--- src/rtl/param_bank.sv ---
// param_bank: captures UART parameter packets into a shadow array and commits good ones to the active array at frame start
module param_bank #(
  parameter int NUM_BYTES = 55,
  parameter int IDX_W = 6
) (
  input  logic             clk,
  input  logic             reset,
  input  logic             update_reg,
  input  logic [IDX_W-1:0] idx,
  input  logic [7:0]       read_data,
  input  logic             pc_ready,
  input  logic             frame_start,
  input  logic [IDX_W-1:0] rd_addr,
  output logic [7:0]       rd_data,
  output logic             params_valid,
  output logic             swap_pulse,
  output logic             seq_error,
  output logic [7:0]       pkt_count
);
  localparam logic [IDX_W-1:0] NB = IDX_W'(NUM_BYTES);
  logic [7:0] shadow [NUM_BYTES];
  logic [7:0] active [NUM_BYTES];
  logic [IDX_W-1:0] exp_idx, exp_idx_c;
  logic bad, bad_c, pending, start, accept, good, commit;
  // completion judges the capture state including any byte arriving in the same cycle
  always_comb begin
    start = update_reg && idx == '0;
    accept = update_reg && !start && idx == exp_idx && exp_idx < NB;
    exp_idx_c = start ? IDX_W'(1) : accept ? exp_idx + 1'b1 : exp_idx;
    bad_c = start ? 1'b0 : (update_reg && !accept) ? 1'b1 : bad;
    good = pc_ready && !bad_c && exp_idx_c == NB;
    commit = frame_start && pending;
  end
  always_ff @(posedge clk or posedge reset)
    if (reset) begin
      for (int i = 0; i < NUM_BYTES; i++) begin
        shadow[i] <= '0;
        active[i] <= '0;
      end
      exp_idx <= '0;
      bad <= 1'b0;
      pending <= 1'b0;
      rd_data <= '0;
      params_valid <= 1'b0;
      swap_pulse <= 1'b0;
      seq_error <= 1'b0;
      pkt_count <= '0;
    end else begin
      if (start || accept) shadow[idx] <= read_data;
      if (commit) for (int i = 0; i < NUM_BYTES; i++) active[i] <= shadow[i];
      exp_idx <= pc_ready ? '0 : exp_idx_c;
      bad <= pc_ready | bad_c;
      pending <= good | (pending & !start & !commit);
      seq_error <= pc_ready ? !good : seq_error;
      swap_pulse <= commit;
      params_valid <= params_valid | commit;
      pkt_count <= pkt_count + {7'd0, commit};
      rd_data <= rd_addr < NB ? active[rd_addr] : '0;
    end
endmodule

--- config.mk ---
export PLATFORM = sky130hd
export DESIGN_NAME = param_bank
export DESIGN_NICKNAME = d
export VERILOG_FILES = /design/src/rtl/param_bank.sv
export SDC_FILE = /design/constraint.sdc
export NUM_CORES = 2
export LEC_CHECK = 0
export ABC_AREA = 1
export CORE_MARGIN = 2
export CORE_UTILIZATION = 67
export CTS_CLUSTER_DIAMETER = 200
export DETAILED_ROUTE_END_ITERATION = 12
export PLACE_DENSITY = 0.84
export SLEW_MARGIN = 20
export SYNTH_ARGS = -nofsm -noshare
export SYNTH_HDL_FRONTEND = slang
export SYNTH_SLANG_ARGS = --single-unit
export TNS_END_PERCENT = 1
--- constraint.sdc ---
create_clock -name clk -period 86.2 [get_ports clk]
set_input_delay 8.62 -clock clk [delete_from_list [all_inputs] [get_ports clk]]
set_output_delay 8.62 -clock clk [all_outputs]
set_load 0.02 [all_outputs]
==> Word-level counts from Yosys, hierarchy flattened <==
Cells that the tools add are included.
{ "classes": {"n_eq_ne": 2, "mux": 12, "div": 0, "reduce_logical": 16, "magnitude_cmp": 5, "shift": 0, "mul": 0, "bitwise": 7, "add_sub_neg": 2} }
{ "op_table": {"columns": ["operator", "count"], "rows": [
  ["440-bit bitwise mux", 1],
  ["8-bit binary-select mux with 6-bit select", 1],
  ["8-bit demux with 6-bit select", 1],
  ["8-bit 2-to-1 mux", 4],
  ["6-bit 2-to-1 mux", 3],
  ["7-bit greater-or-equal comparator, second input constant", 2],
  ["6-bit NOT with 7-bit output", 2],
  ["6-bit < comparator, second input constant", 2],
  ["1-bit logical AND", 9],
  ["8-bit by 1-bit adder with 8-bit output", 1],
  ["7-bit by 1-bit < comparator with 1-bit output, second input constant", 1],
  ["6-bit by 1-bit adder with 6-bit output, second input constant", 1],
  ["6-bit equality test", 1],
  ["6-bit equality test, second input constant", 1],
  ["6-bit logical NOT", 1],
  ["1-bit logical NOT", 5],
  ["1-bit OR", 3],
  ["1-bit AND", 2],
  ["1-bit 2-to-1 mux", 2],
  ["1-bit logical OR", 1]
]} }
{ "word_totals": {"in_bits": 25, "memories": 0, "latchBits": 0, "regBits": 907, "wordCells": 162, "mem_bits_rw": 0, "rom_bits": 0, "out_inout_bits": 19} }

==> Depth between registers and ports, before layout <==
{ "depth": {"word_depth": 14, "mapped_depth": 16, "ltp_nobuf": 15} }

==> Least setup slack after synthesis <==
No wires, ideal clock.
{ "synth_timing": {"path_type": "input to register", "start": "input frame_start", "end": "register pkt_count[7]", "t_required_ps": 86072, "stages": 9, "arrival_ps": 10167, "slack_ps": 75905, "n_path_buf": 2, "cell_sequence": "nand2_1 clkinv_1 clkbuf_1 clkbuf_1 ha_1 nand3_1 nor3_1 nand3_1 xnor2_1"} }
{ "synth_via": {"elab_chain_cells": 2} }
{ "synth_lines": {"columns": ["item", "line_no", "rtl"], "rows": [
  ["from (decl)", "12", "input logic frame_start,"],
  ["1-bit logical AND", "32", "commit = frame_start && pending;"],
  ["net commit", "24", "logic bad, bad_c, pending, start, accept, good, commit;"],
  ["8-bit by 1-bit adder with 8-bit output", "57", "pkt_count <= pkt_count + {7'd0, commit};"],
  ["to (signal assigned)", "57", null],
  ["to (decl)", "18", "output logic [7:0] pkt_count"]
]} }
The timed path passes the listed nets, and every way through them passes these cells.
A chain may end at the register's enable or synchronous reset.

==> Worst setup path after layout <==
{ "layout_timing": {"start": "input rd_addr[1]", "end": "register rd_data[1]"} }
{ "layout_via": {"elab_chain_cells": 5, "word_cells_on_any_way": 6, "cone_classes": "order compare (1); mux (4); bitwise (1)"} }
{ "layout_lines": {"columns": ["item", "line_no", "rtl"], "rows": [
  ["from (decl)", "13", "input logic [IDX_W-1:0] rd_addr,"],
  ["6-bit NOT with 7-bit output (implied by the code)", "58", "rd_data <= rd_addr < NB ? active[rd_addr] : '0;"],
  ["8-bit binary-select mux with 6-bit select", "58", null],
  ["8-bit 2-to-1 mux (implied by the code) (2 in series)", "58", null],
  ["8-bit 2-to-1 mux *", "58", null],
  ["to (signal assigned)", "58", null],
  ["to (decl)", "14", "output logic [7:0] rd_data,"]
]} }
Mark *: on every way between the ends. The rest lies on a longest branch, timed or not. The select of a mux whose other input is x is not followed.

==> run summary <==
final worst-path cycle share = 13.7%
DP HPWL = 55.4 mm
clock latency on the worst-skew pair = 0.64 ns
Placed Area = 38,100 um^2
slowest cell delay on critical path = 0.87 ns
Post-Place Cells = 4,805
post-place setup slack = 73.93 ns
Synth Net Count = 4,277
final setup margin = 74.35 ns
clk sinks = 907
Startpoint Class = input pin
Non-Filler Instances = 4,962
total power = 850 uW
largest net degree at the start of global routing = 178
first-pass GRT wire length = 159 mm
Yosys cell types = 40
initial antenna violation count = 2
CP Max Fanout = 76
crit-path cells = clkdlybuf4s50_1 > buf_4 > nand2_1 > clkinv_2 > buf_4 > a22oi_1 > o211ai_1 > nand3_1 > nand2_1 > a21boi_0 > o21ai_0
post-synth top area cell = dfrtp_1
IO Pins = 44
setup_tns = 0 ns
Synth Area per Inst = 8.85 um^2
row count = 86
Final Hold Fails = 0
core area = 55,300 um^2
Post-CTS Hold Buffers = 0
Max-Cap Viols = 0
Synth area leaders = dfrtp_1, nand2_1, o21ai_0, clkbuf_1, o211ai_1
Final Skew = 0.0239 ns
number of buffers added on ports = 43
Die X = 241 um
die height = 241 um
CP required = 86.76 ns
CTS tree = yes
VDD IR max = 17.0 uV
post-synth top area share = 60.4%
Setup Buffers After CTS = 0
Worst-Margin Slew = 1.13 ns
Resize count post-CTS = 0
Total GRT Usage = 35.4%
worst path bufs/invs = 4
clock root buffer = clkbuf_16
Post-synth top flop = dfrtp_1
Syn Std Cell Area = 37,600 um^2
GPL Wtd Cong = 0.852
Critical Path Slowest Stage Cell = buf_4
synth-to-layout area growth = 8.90%
Async S/R FF share, synth = 100%
Synth Instances = 4,249
Num CTS Buffers = 88
worst hold-check path type = reg -> reg
Longest Clk Path Bufs = 3
CP arrival = 12.41 ns
H-tree depth = 3
clock-pin slew on the worst setup and hold paths = 0.07 ns
Antenna Violating Nets Remaining = 0
commonest non-fill, non-tap cell in the layout = nand2_1
Die Area = 58,000 um^2
unrepaired setup endpoints after global routing = no
Setup crit end kind = flop
Slew HR = 24.4%
Crit Path Category = in -> reg
commonest non-fill, non-tap cells in the layout = nand2_1, dfrtp_1, o21ai_0
Post-synth EDFFs = 0
Synthesis Warnings = 0
Max Slew Vio Count = 0
Starting Density = 68.0%
Pre-antenna DRT Iters = 6
Final Critical Period = 11.85 ns
CP delay by family, top = buffers and inverters
vias per cell = 6.10
fmax = 84.4 MHz
sequential fraction of the synthesis area = 60.4%
initial drt markers = 3,929
drc violations = 0
Vias = 30,259
final setup vio count = 0
Final Cell Area = 40,900 um^2
Post-Route WL = 99.8 mm
share of layout cells above drive strength 1 = 6.60%
GRT Residual Overflow = 0
Seq cells post-synth = 907
# nets final = 4,175
Lkg Pwr = 20.4 nW
vias in the first global route = 28,976
DR WL/cell = 20.1 um
PD cells = 20.8 nW/um^2
status = finished clean
per-layer routing:
metal	vias to the layer above	global-route usage (%)	routed length, um
met3	323	7.66	11100
li1	13473	-	-
met1	14678	51.1	39700
met2	1785	53.4	45100
met5	-	0	0
met4	0	13.8	3990
kinds of logic (layout without fill, tap and decap cells):
family,after synthesis,count (layout),share of synthesized area (%)
compound gates,817,817,12.6
xor+xnor,11,11,0.256
fa+ha+maj,3,3,0.0999
buf+inv,401,365,4.46
flops,907,907,60.4
other cells,0,1,0
simple gates,2110,2110,22.2
synthesized netlist by cell type (3+ instances only):
master / number
nand2_8: 10
nor2_4: 10
nor2_1: 118
a22oi_1: 40
o221ai_1: 13
o22ai_1: 3
clkbuf_1: 200
nor2_2: 3
o211ai_1: 66
nand4_1: 6
a21oi_1: 22
dfrtp_1: 907
ha_1: 3
xor2_1: 10
o21ai_0: 551
clkinv_1: 13
o21ai_1: 28
nand2_1: 1873
nand3_1: 77
buf_2: 53
o2111ai_1: 30
inv_1: 106
nor3_1: 8
inv_2: 5
a221oi_1: 5
o21ai_2: 55
buf_6: 10
buf_1: 10
final cells by class:
cell class                 instances  area, um^2
antenna                            1        2.50
clock buffer                     135        2630
clock inverter                    21         198
fill                            3849       14400
inverter                         126         505
multi-input combinational       2941       13200
sequential                       907       22700
tap                              748         936
timing repair buffer              83         736
where the power goes:
group          total (mW)  leakage [nW]  internal (mW)  switching, mW
registers           0.430          12.2          0.428        0.00189
clock network       0.381          1.40          0.219          0.162
logic              0.0384          6.74        0.00773         0.0307
worst register-to-register path: stages (launching register included):
cell,delay (ns)
dfrtp_1,0.41
nand2_4,0.20
buf_4,0.84
buf_4,0.98
nand2_1,0.28
nand2_1,0.14
final timing paths:
kind	to	cells past startpoint	slack, ns	startpoint
max in group asynchronous	active[154]	5	74.68	reset
hold reg to reg	pkt_count[7]	1	0.46	pkt_count[7]
min in group asynchronous	active[436]	2	8.53	reset
hold / removal	pkt_count[7]	1	0.46	pkt_count[7]
setup / recovery	rd_data[1]	11	74.35	rd_addr[1]
setup reg to reg	active[101]	5	83.28	pending
registers in the layout (all words and copies together) (netlist names):
signal,count
pending,1
shadow,440
exp_idx,6
bad,1
pkt_count,8
seq_error,1
rd_data,8
params_valid,1
active,440
swap_pulse,1
stage by stage:
step	hold WS, ns	util [%]
6_report	0.464	74.0
5_1_grt	0.478	74.0
4_1_cts	0.460	74.0
3_5_place_dp	0.452	68.9
3_3_place_gp	0.446	68.9
2_1_floorplan	0.442	-
No activity file was read; power rests on OpenSTA's default activity.
